File: config.mk
export PLATFORM = sky130hd
export DESIGN_NAME = stream_downsize_keep
export DESIGN_NICKNAME = d
export VERILOG_FILES = /design/src/rtl/stream_downsize_keep.sv
export SDC_FILE = /design/constraint.sdc
export NUM_CORES = 1
export LEC_CHECK = 0
export ABC_AREA = 1
export BUFFER_PORTS_ARGS = -buffer_cell sky130_fd_sc_hd__buf_2
export CAP_MARGIN = 0
export CORE_AREA = 2 2 39 41
export DETAILED_ROUTE_END_ITERATION = 6
export DIE_AREA = 0 0 41 43
export HOLD_SLACK_MARGIN = 0.03
export PLACE_DENSITY = 0.49
export SLEW_MARGIN = 20
export SYNTH_ARGS = -nofsm -noshare
export SYNTH_HDL_FRONTEND = slang
export SYNTH_SLANG_ARGS = --single-unit
File: constraint.sdc
create_clock -name clk -period 1.3 [get_ports clk]
set_clock_uncertainty 0.05 [all_clocks]
set_input_delay 0.13 -clock clk [delete_from_list [all_inputs] [get_ports clk]]
set_output_delay 0.13 -clock clk [all_outputs]
set_load 0.01 [all_outputs]
File: src/rtl/stream_downsize_keep.sv
// Wide-to-narrow stream downsizer with per-lane keep mask.
// One wide beat is buffered and emitted lane by lane, skipping unkept lanes.
module stream_downsize_keep #(
  parameter int T_DATA_WIDTH  = 1,
  parameter int T_DATA_RATIO  = 2,
  parameter int T_WIDTH_RATIO = $clog2(T_DATA_RATIO),
  parameter int T_LANE_ORDER  = 0
) (
  input  logic                    clk,
  input  logic                    rst_n,
  input  logic [T_DATA_WIDTH-1:0] s_data_i [T_DATA_RATIO-1:0],
  input  logic [T_DATA_RATIO-1:0] s_keep_i,
  input  logic                    s_last_i,
  input  logic                    s_valid_i,
  output logic                    s_ready_o,
  output logic [T_DATA_WIDTH-1:0] m_data_o,
  output logic                    m_last_o,
  output logic                    m_valid_o,
  input  logic                    m_ready_i
);

  logic [T_DATA_WIDTH-1:0]  r_data [T_DATA_RATIO-1:0];
  logic [T_DATA_RATIO-1:0]  r_mask;
  logic                     r_last;
  logic                     r_full;

  logic [T_WIDTH_RATIO-1:0] w_idx;
  logic [T_DATA_RATIO-1:0]  w_oh;
  logic                     w_any;
  logic                     w_one;
  logic                     w_final;
  logic                     w_drop;
  logic                     w_pop;
  logic                     w_load;
  logic                     w_done;

  // Scan so the preferred end of the mask is the last write and wins.
  always_comb begin
    w_idx = '0;
    w_oh  = '0;
    if (T_LANE_ORDER == 0) begin
      for (int i = T_DATA_RATIO - 1; i >= 0; i--) begin
        if (r_mask[i]) begin
          w_idx    = T_WIDTH_RATIO'(i);
          w_oh     = '0;
          w_oh[i]  = 1'b1;
        end
      end
    end else begin
      for (int i = 0; i < T_DATA_RATIO; i++) begin
        if (r_mask[i]) begin
          w_idx    = T_WIDTH_RATIO'(i);
          w_oh     = '0;
          w_oh[i]  = 1'b1;
        end
      end
    end
  end

  assign w_any   = |r_mask;
  assign w_one   = w_any && ((r_mask & ~w_oh) == '0);
  assign w_final = !w_any || w_one;
  // Empty, non-last beat carries nothing and is silently released.
  assign w_drop  = r_full && !w_any && !r_last;

  assign m_valid_o = r_full && (w_any || r_last);
  assign m_data_o  = w_any ? r_data[w_idx] : '0;
  assign m_last_o  = r_full && r_last && w_final;

  assign w_pop  = m_valid_o && m_ready_i;
  assign w_done = w_drop || (w_pop && w_final);

  assign s_ready_o = !r_full || w_drop
                   || (m_ready_i && m_valid_o && w_final);
  assign w_load    = s_valid_i && s_ready_o;

  always_ff @(posedge clk or negedge rst_n) begin
    if (!rst_n) begin
      for (int i = 0; i < T_DATA_RATIO; i++) begin
        r_data[i] <= '0;
      end
      r_mask <= '0;
      r_last <= 1'b0;
      r_full <= 1'b0;
    end else if (w_load) begin
      for (int i = 0; i < T_DATA_RATIO; i++) begin
        r_data[i] <= s_data_i[i];
      end
      r_mask <= s_keep_i;
      r_last <= s_last_i;
      r_full <= 1'b1;
    end else if (w_done) begin
      r_mask <= '0;
      r_last <= 1'b0;
      r_full <= 1'b0;
    end else if (w_pop) begin
      r_mask <= r_mask & ~w_oh;
    end
  end

endmodule

==> results.ini, run 1 <==
[worst_setup_path]
reg2reg_to=r_mask[1]
critPathCaptureType=primary output
cp.required_ns=1.12
cp-start-kind=register
r2r_start=r_mask[0]
critPathArrivalTime_ns=1.12
r2r_slack_ns=0.04
cp-endpoint=s_ready_o
ff2ff_path_depth=8
crit_path_start=r_mask[0]
worst-setup-path-type=register to primary output
crit_path_max_fanout=4

[routing]
drc=0
first_iter_violations=5
wl_met3_um=39
wl_met2_um=391
viasPerCell=4.38
drtAntennaViolNets=0
drt-met1-wl_um=337
route.detailed.wl_per_inst_um=9.55
drt_wl_total_um=783
top_layer=met4
vias=359
dr.pass1.iters=3

[yosys]
ys_warn_count=0
synth.area.top_cells=dfrtp_1 (42%), nand2_1 (18%), nand3_1 (8.5%)
synth.ff_latch_count=6
synth_nets=55
syn_avg_cell_area_um2=7.72
syn-cell-area_um2=355
yosysTopAreaCellShare_pct=42.3
synth.distinct_cells=13
yosys.area.top_type=dfrtp_1
syn_inst=46
ys_seq_area_share_pct=42.3

[flow_run]
cap_violations=0

[final_layout]
drive_above_1_share_pct=50.0
layout.nets=77
syn_to_final_growth_pct=52.5
final_area_um2=542
finalNonFillerCells=82
antennaDiodeCount=0

[timing]
max_freq_mhz=771
rsz0062_at_grt=yes
whs_ns=0.0495
fin_crit_sh_pct=99.7
slew_violations=0
fin_crit_ns=1.30
setup_viol=0
tightest_slew_ns=0.302
finalHoldViolations=0
tns_ns=0
maxSlewHeadroom_pct=79.8

[pwr]
peakVddDrop_mv=0.665
power.density_mw_per_mm2=1850
leakagePower_nw=0.289
p_total_mw=1.00

[die]
coreArea_mm2=0.00138
initial_core_util_pct=25.7
row_count=14
die_area_mm2=0.00176
pin_count=13
die_h_um=43
die_w_um=41

[global_route]
grt_pass1_vias=326
gr-total-overflow=0
grt_util_all_layers_pct=11.3
grt_pass1_wl_um=1210
grt_max_degree=7
antenna_found_initial=0

[clock_network]
ctsLongestPathBuffers=2
numCtsBuffers=3
cts_tree=done
cts.clk_slew.worst_paths_ns=0.05
clk_latency_ns=0.24
cts_root_buf=clkbuf_4
cts_htree_levels=1
cts.sinks=6

[placement]
portBuffers=12
dpl_cell_area_um2=443
dpl.hpwl_um=626
gp_congestion=0.692
placedCellCount=75

[min_path]
hold_path.class=primary input to register

[run_status]
status=completed

-- final cells by class --
| type | count | area, µm² |
|---|---|---|
| Clock buffer | 3 | 22.5 |
| Fill cell | 150 | 842 |
| Inverter | 9 | 36.3 |
| Multi-Input combinational cell | 31 | 198 |
| Sequential cell | 6 | 153 |
| Tap cell | 16 | 20.0 |
| Timing Repair Buffer | 17 | 113 |
-- cells in the mapped netlist (all sizes together) --
master and count:
nand3 6, o21ai 2, nor3 1, nand2 18, o211ai 1, dfrtp 6
nor2 1, nand4 1, inv 9, a21oi 1
-- metal layers --
metal  track usage [%]  vias up
li1                  -      187
met1              12.1      163
met2              15.0        7
met3              7.85        2
met4              8.00        0
met5                 0        -
-- worst min-delay path by stage --
| stage | start | to | slack [ns] | depth (start not counted) |
|---|---|---|---|---|
| finish | s_data_i[1] | r_data[1] | 0.05 | 3 |
| global route | s_data_i[1] | r_data[1] | 0.04 | 3 |
| CTS | s_data_i[1] | r_data[1] | 0.05 | 3 |
| detailed placement | rst_n | r_mask[1] | -0.09 | 1 |
| global placement | rst_n | r_mask[1] | -0.09 | 1 |
| floorplan | rst_n | r_data[0] | -0.22 | 0 |
-- flip-flops by register name, indices dropped and copies added, names as in the netlist --
register and flops:
r_last 1, r_full 1, r_mask 2, r_data 2
-- power by group --
group / switching (mW) / internal (mW)
combinational: 0.280 / 0.232
clock: 0.0631 / 0.104
sequential: 0.0687 / 0.255
total: 0.412 / 0.591
-- placed cells by master (no fill, tap or decap), drive strengths merged --
cell type	instances
dfrtp	6
o21ai	2
clkbuf	3
nand3	6
nor2	1
a21oi	1
dlygate4sd3	2
o211ai	1
buf	15
inv	9
nor3	1
nand4	1
nand2	18
-- stage by stage --
stage          setup slack [ns]  util (%)
6_report                0.00380      39.2
4_1_cts                 -0.0385      37.0
3_5_place_dp             0.0450      32.0
2_1_floorplan             0.135         -
5_1_grt                 -0.0514      39.2
3_3_place_gp             0.0694      32.0
-- cell families (layout without fill, tap and decap cells) --
group | Yosys count | in the layout | synth area share (%)
AO/OA/AOI/OAI | 4 | 4 | 13.7
buffers and inverters | 9 | 29 | 9.51
flip-flops | 6 | 6 | 42.3
AND/OR/NAND/NOR | 27 | 27 | 34.5
-- critical path, cell delays in order, from the launching register on --
cell     delay (ns)
dfrtp_2        0.43
nor2_4         0.16
a21oi_4        0.08
o21ai_4        0.07
buf_6          0.12
-- repair_timing --
item,CTS,global route
gates resized for setup,5,9
endpoints found under the hold margin,7,0
cloned,0,0
hold buffers,2,0
pin swaps,4,3
setup endpoints to repair,2,8
buffers inserted,2,0
Power figures use the tool's default switching activity.
==> run 2: changes to the inputs <==
GPL_TIMING_DRIVEN = 0   (was default)
REMOVE_ABC_BUFFERS = 1   (was default)
TNS_END_PERCENT = 20   (was default)
==> run 2 against run 1 <==
- the flow now finishes with violations (setup timing)
- die area unchanged
- first-iteration DRC count fell by 80%
- setup slack got worse by 0.024 ns
- sequential share of layout area fell by 0.64 points
- worst hold slack got worse by 0.026 ns
- final cell count grew 1.2%
- highest routed layer unchanged
==> results.ini, run 2 (synthesis results as in run 1) <==
[die]
row_count=14  ; unchanged
die_h_um=43  ; unchanged
die_area_mm2=0.00176  ; unchanged
coreArea_mm2=0.00138  ; unchanged
die_w_um=41  ; unchanged
initial_core_util_pct=25.7  ; unchanged
pin_count=13  ; unchanged

[routing]
dr.pass1.iters=2  ; was 3
vias=374  ; was 359
drt_wl_total_um=955  ; was 783 µm
drc=0  ; unchanged
drtAntennaViolNets=0  ; unchanged
route.detailed.wl_per_inst_um=11.5  ; was 9.55 µm
viasPerCell=4.51  ; was 4.38
first_iter_violations=1  ; was 5

[pwr]
p_comb_share_pct=51.5  ; was 51.0%
power_frac_seq_pct=30.7  ; was 32.3%
internal-power_mw=0.604  ; was 0.591 mW
leakagePower_nw=0.296  ; was 0.289 nW
peakVddDrop_mv=0.565  ; was 0.665 mV
switching_share_pct=42.9  ; was 41.1%
power.density_mw_per_mm2=1910  ; was 1850 mW/mm²
p_clk_share_pct=17.7  ; was 16.7%
p_sw_mw=0.453  ; was 0.412 mW

[clock_network]
clk_latency_ns=0.26  ; was 0.24 ns
cts_htree_levels=1  ; unchanged
cts.sinks=6  ; unchanged
cts_tree=done  ; unchanged
cts_root_buf=clkbuf_4  ; unchanged
cts.clk_slew.worst_paths_ns=0.05  ; about the same
ctsLongestPathBuffers=2  ; unchanged
numCtsBuffers=3  ; unchanged

[run_status]
status=finished with violations  ; was completed
violations=setup timing

[min_path]
whs_path_depth=3  ; unchanged
hold_path.class=primary input to register  ; unchanged

[worst_setup_path]
critPathCaptureType=primary output  ; unchanged
crit_path_start=r_mask[1]  ; was r_mask[0]
cp-endpoint=s_ready_o  ; unchanged
crit_path_max_fanout=3  ; was 4
worst-setup-path-type=register to primary output  ; unchanged
cp-start-kind=register  ; unchanged
r2r_start=r_mask[0]  ; unchanged
r2r_slack_ns=0.01  ; was 0.04 ns
reg2reg_to=r_mask[1]  ; unchanged
ff2ff_path_depth=8  ; unchanged
cp.required_ns=1.12  ; about the same
critPathArrivalTime_ns=1.14  ; was 1.12 ns

[global_route]
antenna_found_initial=0  ; unchanged
grt_max_degree=7  ; unchanged
gr-total-overflow=0  ; unchanged
grt_pass1_vias=359  ; was 326
grt_pass1_wl_um=1500  ; was 1210 µm
grt_util_all_layers_pct=13.5  ; was 11.3%

[timing]
fin_crit_ns=1.32  ; was 1.30 ns
setup_viol=1  ; was 0
tns_ns=-0.0199  ; was 0 ns
finalHoldViolations=0  ; unchanged
slew_violations=0  ; unchanged
fin_crit_sh_pct=102  ; was 99.7%
maxSlewHeadroom_pct=77.6  ; was 79.8%
setup_slack_ns=-0.0199  ; was 0.00380 ns
tightest_slew_ns=0.335  ; was 0.302 ns
rsz0062_at_grt=yes  ; unchanged
max_freq_mhz=758  ; was 771 MHz

[final_layout]
fillers=140  ; was 150
antennaDiodeCount=0  ; unchanged
drive_above_1_share_pct=52.2  ; was 50.0%
syn_to_final_growth_pct=56.0  ; was 52.5%
final_area_um2=554  ; was 542 µm²
final_cell_mix=nand2_1 (12), buf_2 (11), inv_1 (6), nand3_1 (6), nand2_2 (5)  ; was nand2_1 (14), buf_2 (11), inv_1 (5), nand3_1 (5), dfrtp_1 (4)
layout.nets=78  ; was 77
largestRegisters=r_data x2, r_mask x2  ; unchanged
layout_commonest_cell=nand2_1  ; unchanged

[placement]
gp_congestion=0.656  ; was 0.692
portBuffers=12  ; unchanged
dpl.hpwl_um=619  ; was 626 µm
dpl_cell_area_um2=435  ; was 443 µm²

[flow_run]
cap_violations=0  ; unchanged

## run 2: final cells by class
cell class	count	area, µm²	share of cell area (%)
clock buffer	3	22.5	4.06
timing repair buffer	18	120	21.7
tap	16	20.0	3.61
inverter	9	36.3	6.55
multi-input combinational	31	203	36.6
sequential	6	153	27.5
## run 2: critical path, stage by stage, from the launching register on
cell and delay (ns):
dfrtp_2 0.44, nor2_4 0.16, a21oi_4 0.09, o21ai_4 0.07
buf_6 0.12
## run 2: how the worst min path moves through the flow
stage	startpoint	to	slack, ns
after floorplan	rst_n	r_data[0]	-0.22
after global placement	rst_n	r_mask[1]	-0.09
after detailed placement	rst_n	r_mask[1]	-0.08
after CTS	s_data_i[1]	r_data[1]	0.03
after global routing	s_data_i[1]	r_data[1]	0.03
final	s_data_i[1]	r_data[1]	0.02
## run 2: routing by layer
metal	wire length (µm)	global-route usage [%]	part of all wire, %	vias up
met3	33	4.71	3.5	5
met4	35	10.0	3.7	0
met5	0	0	0	-
li1	-	-	-	186
met2	516	20.3	54	10
met1	370	14.7	39	173
## run 2: what timing repair did
| action | 4_1_cts | 5_1_grt |
|---|---|---|
| hold buffers | 2 | 0 |
| setup buffers | 2 | 2 |
| endpoints found under the hold margin | 7 | 0 |
| gates resized for setup | 4 | 11 |
| setup endpoints to repair | 2 | 9 |
| pin swaps | 2 | 6 |
## run 2: stage by stage
step / util (%) / hold WS (ns) / std cells / power [mW] / setup WS, ns
2_1_floorplan: - / -0.216 / 46 / 0.592 / 0.135
3_3_place_gp: 31.5 / -0.0891 / 74 / 0.701 / 0.0335
3_5_place_dp: 31.5 / -0.0830 / 74 / 0.707 / 0.0257
4_1_cts: 36.3 / 0.0346 / 81 / 0.966 / -0.0195
5_1_grt: 40.1 / 0.0341 / 83 / 1.13 / -0.0528
6_report: 40.1 / 0.0237 / 83 / 1.06 / -0.0199
## run 2: power by group through the flow
stage	Sequential, mW	Clock, mW	Combinational (mW)
2_1_floorplan	0.293	0	0.299
3_3_place_gp	0.306	0	0.396
3_5_place_dp	0.307	0	0.400
4_1_cts	0.318	0.185	0.463
5_1_grt	0.332	0.198	0.601
6_report	0.325	0.187	0.545
